--- src/rtl/imem_arbiter.sv ---
// -----------------------------------------------------------------------------
// imem_arbiter
//
// Shares one single-ported instruction memory between the instruction-fetch
// unit and the program loader/debug port. A round-robin arbiter grants one
// requester at a time. The grant, the requester's ready and the memory strobe
// are all driven combinationally in the same IDLE cycle. A down-counter then
// waits out the fixed memory latency. The read data (or zero for a loader
// write) is registered into the winner's rdata register, and rvalid pulses
// for one cycle.
//
// Parameters
//   ADDR_WIDTH   word address width (4-byte aligned words)
//   DATA_WIDTH   data word width
//   MEM_LATENCY  cycles from the mem_en cycle to valid mem_rdata (1..15)
//
// Ports
//   clk, rst                 rising-edge clock, synchronous active-high reset
//   if_req/if_addr           fetch read request, held until if_ready
//   if_ready                 fetch request accepted this cycle
//   if_rvalid/if_rdata       one-cycle completion pulse and held read data
//   ld_req/ld_we/ld_addr/
//   ld_wdata                 loader request (write when ld_we=1), held until
//                            ld_ready
//   ld_ready                 loader request accepted this cycle
//   ld_rvalid/ld_rdata       completion pulse; ld_rdata is 0 after a write
//   mem_en/mem_we/mem_addr/
//   mem_wdata                memory access strobe and command
//   mem_rdata                memory read data, valid MEM_LATENCY cycles after
//                            the mem_en cycle
// -----------------------------------------------------------------------------
module imem_arbiter #(
  parameter int unsigned ADDR_WIDTH  = 30,
  parameter int unsigned DATA_WIDTH  = 32,
  parameter int unsigned MEM_LATENCY = 1
) (
  input  logic                  clk,
  input  logic                  rst,

  input  logic                  if_req,
  input  logic [ADDR_WIDTH-1:0] if_addr,
  output logic                  if_ready,
  output logic                  if_rvalid,
  output logic [DATA_WIDTH-1:0] if_rdata,

  input  logic                  ld_req,
  input  logic                  ld_we,
  input  logic [ADDR_WIDTH-1:0] ld_addr,
  input  logic [DATA_WIDTH-1:0] ld_wdata,
  output logic                  ld_ready,
  output logic                  ld_rvalid,
  output logic [DATA_WIDTH-1:0] ld_rdata,

  output logic                  mem_en,
  output logic                  mem_we,
  output logic [ADDR_WIDTH-1:0] mem_addr,
  output logic [DATA_WIDTH-1:0] mem_wdata,
  input  logic [DATA_WIDTH-1:0] mem_rdata
);

  // Counter is wide enough for the full legal latency range 1..15.
  localparam int unsigned     CNT_W   = 4;
  localparam logic [CNT_W-1:0] LAT_CNT = CNT_W'(MEM_LATENCY);

  typedef enum logic {
    S_IDLE = 1'b0,
    S_WAIT = 1'b1
  } state_e;

  typedef enum logic {
    REQ_IF = 1'b0,
    REQ_LD = 1'b1
  } req_id_e;

  state_e                state_q;
  logic [CNT_W-1:0]      cnt_q;
  req_id_e               winner_q;    // requester owning the transaction in flight
  req_id_e               last_q;      // round-robin pointer: last requester granted
  logic                  wr_q;        // transaction in flight is a loader write
  logic                  if_rvalid_q;
  logic                  ld_rvalid_q;
  logic [DATA_WIDTH-1:0] if_rdata_q;
  logic [DATA_WIDTH-1:0] ld_rdata_q;

  // Combinational grant decode (next winner and whether anyone is accepted).
  logic                  grant_if;
  logic                  grant_ld;
  logic                  accept;
  req_id_e               winner_d;
  logic                  wr_d;

  // ---------------------------------------------------------------------------
  // Arbitration and memory command. Only IDLE cycles outside reset can grant.
  // On a tie the requester that was not granted last wins.
  // ---------------------------------------------------------------------------
  always_comb begin
    // NOTE: every signal assigned here gets a default first so that no path
    // leaves it unassigned; otherwise a latch would be inferred.
    grant_if  = 1'b0;
    grant_ld  = 1'b0;
    mem_addr  = '0;
    mem_wdata = '0;

    if (!rst && state_q == S_IDLE) begin
      if (if_req && ld_req) begin
        if (last_q == REQ_LD) grant_if = 1'b1;
        else                  grant_ld = 1'b1;
      end else if (if_req) begin
        grant_if = 1'b1;
      end else if (ld_req) begin
        grant_ld = 1'b1;
      end
    end

    accept   = grant_if | grant_ld;
    winner_d = grant_ld ? REQ_LD : REQ_IF;
    wr_d     = grant_ld & ld_we;

    if (grant_if) begin
      mem_addr = if_addr;
    end else if (grant_ld) begin
      mem_addr = ld_addr;
      // Write data only reaches the memory for an actual write.
      if (ld_we) mem_wdata = ld_wdata;
    end

    if_ready = grant_if;
    ld_ready = grant_ld;
    mem_en   = accept;
    mem_we   = wr_d;
  end

  // ---------------------------------------------------------------------------
  // Transaction FSM, latency counter and registered responses.
  // ---------------------------------------------------------------------------
  always_ff @(posedge clk) begin
    // NOTE: state is updated with non-blocking assignments so that every
    // register samples pre-edge values, independent of statement order.
    if (rst) begin
      state_q     <= S_IDLE;
      cnt_q       <= '0;
      winner_q    <= REQ_IF;
      last_q      <= REQ_LD;         // fetch wins the first tie after reset
      wr_q        <= 1'b0;
      if_rvalid_q <= 1'b0;
      ld_rvalid_q <= 1'b0;
      // NOTE: the rdata holding registers are ordinary datapath flops, not a
      // memory array, so they are cleared by reset like everything else.
      if_rdata_q  <= '0;
      ld_rdata_q  <= '0;
    end else begin
      // Completion strobes are single-cycle pulses.
      if_rvalid_q <= 1'b0;
      ld_rvalid_q <= 1'b0;

      case (state_q)
        S_IDLE: begin
          if (accept) begin
            winner_q <= winner_d;
            last_q   <= winner_d;
            wr_q     <= wr_d;
            cnt_q    <= LAT_CNT;
            state_q  <= S_WAIT;
          end
        end

        S_WAIT: begin
          cnt_q <= cnt_q - 1'b1;
          // cnt_q==1 marks the cycle in which mem_rdata is valid.
          if (cnt_q == CNT_W'(1)) begin
            state_q <= S_IDLE;
            if (winner_q == REQ_LD) begin
              ld_rvalid_q <= 1'b1;
              ld_rdata_q  <= wr_q ? '0 : mem_rdata;
            end else begin
              if_rvalid_q <= 1'b1;
              if_rdata_q  <= mem_rdata;
            end
          end
        end

        default: state_q <= S_IDLE;
      endcase
    end
  end

  assign if_rvalid = if_rvalid_q;
  assign if_rdata  = if_rdata_q;
  assign ld_rvalid = ld_rvalid_q;
  assign ld_rdata  = ld_rdata_q;

endmodule

--- config.mk ---
export PLATFORM = sky130hd
export DESIGN_NAME = imem_arbiter
export DESIGN_NICKNAME = d
export VERILOG_FILES = /design/src/rtl/imem_arbiter.sv
export SDC_FILE = /design/constraint.sdc
export NUM_CORES = 1
export LEC_CHECK = 0
export ABC_CLOCK_PERIOD_IN_PS = 3100
export CORE_MARGIN = 4
export CORE_UTILIZATION = 36
export DETAILED_ROUTE_END_ITERATION = 8
export PLACE_DENSITY = 0.95
export SLEW_MARGIN = 20
export SYNTH_ARGS = -nofsm -noshare
export SYNTH_HDL_FRONTEND = slang
export SYNTH_SLANG_ARGS = --single-unit
--- constraint.sdc ---
create_clock -name clk -period 3.1 [get_ports clk]
set_input_delay 0.31 -clock clk [delete_from_list [all_inputs] [get_ports clk]]
set_output_delay 0.31 -clock clk [all_outputs]
set_load 0.05 [all_outputs]
==> summary.md, run 1 <==
| Metric | Value |
|---|---|
| Status | finished, final reports clean |
| First-pass GRT wire length | about 22000 um |
| CTS tree | yes |
| Highest clock rate | 408 MHz |
| Clock H-tree levels | 3 |
| Max incr delay on CP | about 0.84 ns |
| FILL cells | 542 |
| Clock Skews | roughly 0.0055 ns |
| Final TNS setup | 0 ns |
| Largest net degree at the start of global routing | 67 |
| Post-Synthesis Cells | 348 |
| Pwr/cell area | 384 nW/um^2 |
| Drt drc | 0 |
| Final Max Slew Viols | 0 |
| Post-synthesis async set-or-reset flop share | 0 |
| First drt pass iteration count | 4 |
| Share of cells above drive strength 1 | 0.159 |
| Total track usage | 0.261 |
| CP Launch Type | flop |
| GPL Wtd Cong | roughly 0.81 |
| Synth top cells by count | dfxtp_1 (74), a22o_1 (62), a21oi_1 (37) |
| Synth Register Bits | 74 |
| Initial antenna violation count | 0 |
| Count of input and output buffers | 260 |
| Initial Util | 0.376 |
| Vias post-DR | ~3800 |
| Buffer and inverter count on the worst path | 2 |
| RSZ-0062 raised after global routing | false |
| Area of the die | 10900 sq um |
| Post-synth EDFFs | 0 |
| Worst EP required | between 2 and 3 ns |
| Clock Sinks | between 70 and 80 |
| Routed vias/inst | 5.42 |
| Mapped Area | about 3300 sq um |
| DRT Wirelength | 14600 um |
| Period utilization | 0.791 |
| Endpoints failing hold | 0 |
| Core Box Area | 8890 sq um |
| Top_reg_cell synth | dfxtp_1 |
| Buffer count from post-CTS setup fixing | 0 |
| Vias in the first global route | ~4000 |
| CTS Buf Count | 9 |
| Routed WL per cell | ~21 um |
| Slew headroom | 0.351 |
| Synthesis-to-finish area growth | 102% |
| Top-count cell post-synth | dfxtp_1 |
| Worst-path clk slew | approximately 0.080 ns |
| Gr ovfl total | 0 |
| Area fraction of the dominant cell type after synthesis | 0.443 |
| Worst vdd rail ir drop | 342 uV |
| Placed inst area | 6530 sq um |
| Hold crit path type | in -> reg |
| Hold-fix buffers, CTS | 0 |
| Number of nets in the layout | about 720 |
| Clock root cell | clkbuf_8 |
| Seq/Total Area, Yosys | 0.443 |
| Resized Gates After CTS | 0 |
| Rows | 34 |
| Final setup fails | 0 |
| Syn nets | between 400 and 500 |
| CTS max path bufs | 2 |
| Ports | about 260 |
| Netlist cell types | 31 |
| Ordered list of cells on the worst path | nor2_2 > o21ai_0 > inv_1 > clkdlybuf4s50_1 |
| Synth area leader | dfxtp_1 |
| Total leakage power | between 0.002 and 0.003 uW |
| Cell area after layout | slightly below 7000 sq um |
| Clk_lat worst skew | around 0.34 ns |
| Shortest period the worst path allows | 2.45 ns |
| Syn Area/Cell | 9.62 sq um |
| Detail Route Antenna Nets | 0 |
| HPWL Detailed | 11400 um |
| Die height | roughly 100 um |
| Power Total | between 2000 and 3000 uW |
| CP endpoint kind | primary output |
| Max_cap viols | 0 |
| Finished Core Util | 0.759 |
| Fin Hold WS | around 0.45 ns |
| N_diodes | 0 |
| Maximum fanout along the worst path | 10 |
| Setup CP Type | reg -> out |
| Synth area leaders | dfxtp_1 (44%), a22o_1 (16%), nand3b_1 (7.6%), and3_1 (6.5%), a21oi_1 (5.5%) |
| Least-Margin Pin Slew | slightly below 1 ns |
| CP arrival | ~2.1 ns |
| Highest-delay cell along the critical path | clkdlybuf4s50_1 |
| Ys Warns | 0 |
| 1st-iter DRT viols | 234 |
| Delay-heaviest family, CP | buffers and inverters |
| Die W | roughly 100 um |
[layer usage]
| layer | share of wire | track usage | up-vias |
|---|---|---|---|
| met5 | 0 | 0 | - |
| met4 | 0.012 | 0.0560 | 0 |
| met3 | 0.068 | 0.0819 | 10 |
| met2 | 0.56 | 0.505 | 169 |
| met1 | 0.36 | 0.272 | 1832 |
| li1 | - | - | 1771 |
[flip-flops by register name, indices dropped and copies added (netlist names)]
register	flops
wr_q	1
last_q	1
ld_rdata	32
winner_q	1
if_rdata	32
cnt_q	4
ld_rvalid	1
state_q	1
if_rvalid	1
[where the power goes]
group	internal, uW	switching (uW)
Combinational	383	399
Clock	451	366
Sequential	975	20.8
Total	1810	785
[worst reg2reg max path: stages, from the launching register on]
cell and delay [ns]:
dfxtp_1 0.40, ha_1 0.27, nand4bb_4 0.47, nor3_4 0.70
buf_12 0.25, a22o_1 0.19
[kinds of logic (layout without fill, tap and decap cells)]
group,Yosys count,count (layout),synth area share
AO/OA/AOI/OAI,143,143,0.293
buffers and inverters,45,287,0.0793
adder cells (fa/ha/maj),2,2,0.00748
flip-flops,74,74,0.443
AND/OR/NAND/NOR,84,84,0.177
[area by class of cell]
cell class / instances / area (sq um) / share of cell area
tap: 108 / 135 / 0.0200
inverter: 5 / 18.8 / 0.00278
clock inverter: 7 / 93.8 / 0.0139
sequential: 74 / 1480 / 0.220
clock buffer: 9 / 124 / 0.0184
multi-input combinational: 229 / 1600 / 0.237
timing repair buffer: 266 / 3290 / 0.488
[stage by stage]
stage | instances | worst slack (ns)
final | 698 | 0.649
after detailed placement | 682 | 0.705
after global placement | 682 | 0.867
after CTS | 698 | 0.636
after floorplan | 348 | 1.21
after global routing | 698 | 0.539
[worst paths after layout]
kind / from / to / slack, ns / cells after the start
setup / recovery: state_q / mem_en / 0.65 / 4
hold / removal: rst / state_q / 0.45 / 4
setup reg to reg: cnt_q[0] / ld_rdata[19] / 0.77 / 5
hold reg to reg: ld_rdata[22] / ld_rdata[22] / 0.48 / 1
[cells in the final DEF, fill, tap and decap left out, types with 2 or more instances in the layout]
cell type / count
a21oi_1: 37
a22o_1: 62
and3_1: 34
buf_12: 65
buf_4: 6
bufinv_16: 2
clkbuf_8: 9
clkdlybuf4s50_1: 194
clkinv_2: 2
clkinvlp_4: 2
dfxtp_1: 73
ha_1: 2
inv_1: 5
nand2b_1: 4
nand3b_1: 34
nor2_1: 3
nor3_1: 2
o211ai_1: 2
o21ai_0: 35
(Power assumes the default switching activity.)
==> run 2, diff against run 1 <==
- ABC_CLOCK_PERIOD_IN_PS: 3100 -> 2420
- CORE_UTILIZATION: 36 -> 34
- PLACE_DENSITY: 0.95 -> 0.94
- clock period: 3.1 -> 2.42 ns (I/O delays scaled with it)
==> run 2 against run 1 <==
  * Combinational power rose by 29%
  * Cell count increased by 3.3%
  * Highest routed layer unchanged
  * Critical endpoint is now mem_wdata[10]
  * Die area up 5.4%
  * Total power grew 28%
==> summary.md, run 2 (synthesized netlist as in run 1, its figures left out) <==
| Metric | Value |
|---|---|
| Drt drc | 0 |
| HPWL Detailed | ~11000 um |
| Clock Skews | ~0.009 ns |
| Total track usage | 0.242 |
| Area of the die | ~11000 sq um |
| Number of cells on the worst hold path | 3 |
| Routed WL per cell | between 15 and 20 um |
| Rows | 35 |
| WHS Endpoint | ld_rvalid |
| Pwr/cell area | 488 nW/um^2 |
| Core Box Area | around 9400 sq um |
| Finished Core Util | 0.723 |
| Final WS setup | between 0.1 and 0.15 ns |
| Initial Util | 0.355 |
| Hold-fix buffers, CTS | 0 |
| Maximum fanout along the worst path | 66 |
| Most frequent cells in the layout | clkdlybuf4s50_1 (193), dfxtp_1 (73), buf_12 (65), a22o_1 (62), a21oi_1 (37) |
| CP endpoint kind | primary output |
| Routed vias/inst | between 5 and 6 |
| First drt pass iteration count | 4 |
| Clk_lat worst skew | ~0.33 ns |
| CTS Buf Count | 9 |
| GPL Wtd Cong | 0.750 |
| Clock Sinks | 74 |
| DP Worst Slack | -0.0644 ns |
| First-pass GRT wire length | between 20000 and 25000 um |
| Placed Cells incl. Taps | 706 |
| Worst-path clk slew | approximately 0.080 ns |
| Status | finished, final reports clean |
| Share of cells above drive strength 1 | 0.166 |
| Least-Margin Pin Slew | 0.923 ns |
| Clock H-tree levels | 3 |
| Final cell count without fillers | a little over 700 |
| Die height | 107 um |
| Hold crit path type | in -> reg |
| Slew headroom | 0.383 |
| Final setup fails | 0 |
| Worst vdd rail ir drop | around 360 uV |
| Clock root cell | clkbuf_8 |
| Period utilization | 0.945 |
| DRT Wirelength | 14300 um |
| Number of nets in the layout | 719 |
| Ports | between 200 and 300 |
| Synthesis-to-finish area growth | 103% |
| Count of input and output buffers | between 200 and 300 |
| CTS max path bufs | 2 |
| N_diodes | 0 |
| Crit. Startpoint | state_q |
| Die W | between 100 and 150 um |
| Total leakage power | approximately 0.0026 uW |
| CP arrival | about 2.1 ns |
| Reg2reg path depth | 5 |
| CP Launch Type | flop |
| 1st-iter DRT viols | 235 |
| Detail Route Antenna Nets | 0 |
| Reg-to-reg slack, setup | roughly 0.40 ns |
| Highest clock rate | 437 MHz |
| Largest net degree at the start of global routing | 67 |
| Gr ovfl total | 0 |
| Shortest period the worst path allows | 2.29 ns |
| Hold path start | rst |
| R2R Path Start | cnt_q[1] |
| Worst EP required | 2.18 ns |
| Max_cap viols | 0 |
| Setup CP Type | reg -> out |
| Final Max Slew Viols | 0 |
| Endpoints failing hold | 0 |
| Vias in the first global route | 3916 |
| Worst r2r dst | ld_rdata[22] |
| CTS tree | yes |
| Initial antenna violation count | 0 |
| Vias post-DR | around 3800 |
| Most common cell after layout, fill and taps aside | clkdlybuf4s50_1 |
| RSZ-0062 raised after global routing | false |
## run 2: worst max path at each step
stage               cells past startpoint            end
finish                                  4  mem_wdata[10]
global route                            4  mem_wdata[10]
CTS                                     4  mem_wdata[10]
detailed placement                      5   mem_addr[28]
global placement                        5   mem_addr[28]
floorplan                               6  mem_wdata[23]
## run 2: critical path, stage by stage, from the launching register on
cell and delay [ns]:
dfxtp_1 0.44, nor2_2 0.17, and3_4 0.60, and3_1 0.33, buf_12 0.16
## run 2: power breakdown
part / switching [uW] / internal [uW]
logic: 509 / 497
clock network: 440 / 602
registers: 25.9 / 1250
total: 974 / 2350
## run 2: what timing repair did
item / 4_1_cts / 5_1_grt
endpoints found under the setup margin: 65 / 0
setup buffers: 0 / 0
resized for setup: 2 / 0
## run 2: through the flow
stage	area, sq um	power [uW]	TNS [ns]	hold WS [ns]
2_1_floorplan	3350	1770	0	0.368
6_report	6810	3320	0	0.343
3_5_place_dp	6590	2310	-1.15	0.461
5_1_grt	6810	3450	0	0.342
3_3_place_gp	6570	2290	0	0.455
4_1_cts	6810	3350	0	0.321
## run 2: area by class of cell
type                    count  area, sq um
inverters                   5         18.8
flip-flops and latches     74         1480
repair buffers            269         3320
well taps                 129          161
clock buffers              10          138
multi-input cells         229         1610
clock inverters             5         78.8
fillers                   626         2610
## run 2: per-layer routing
layer,routed length [um],GRT usage
met5,0,0
met4,312,0.0721
met3,1140,0.0734
met2,7740,0.435
met1,5140,0.273
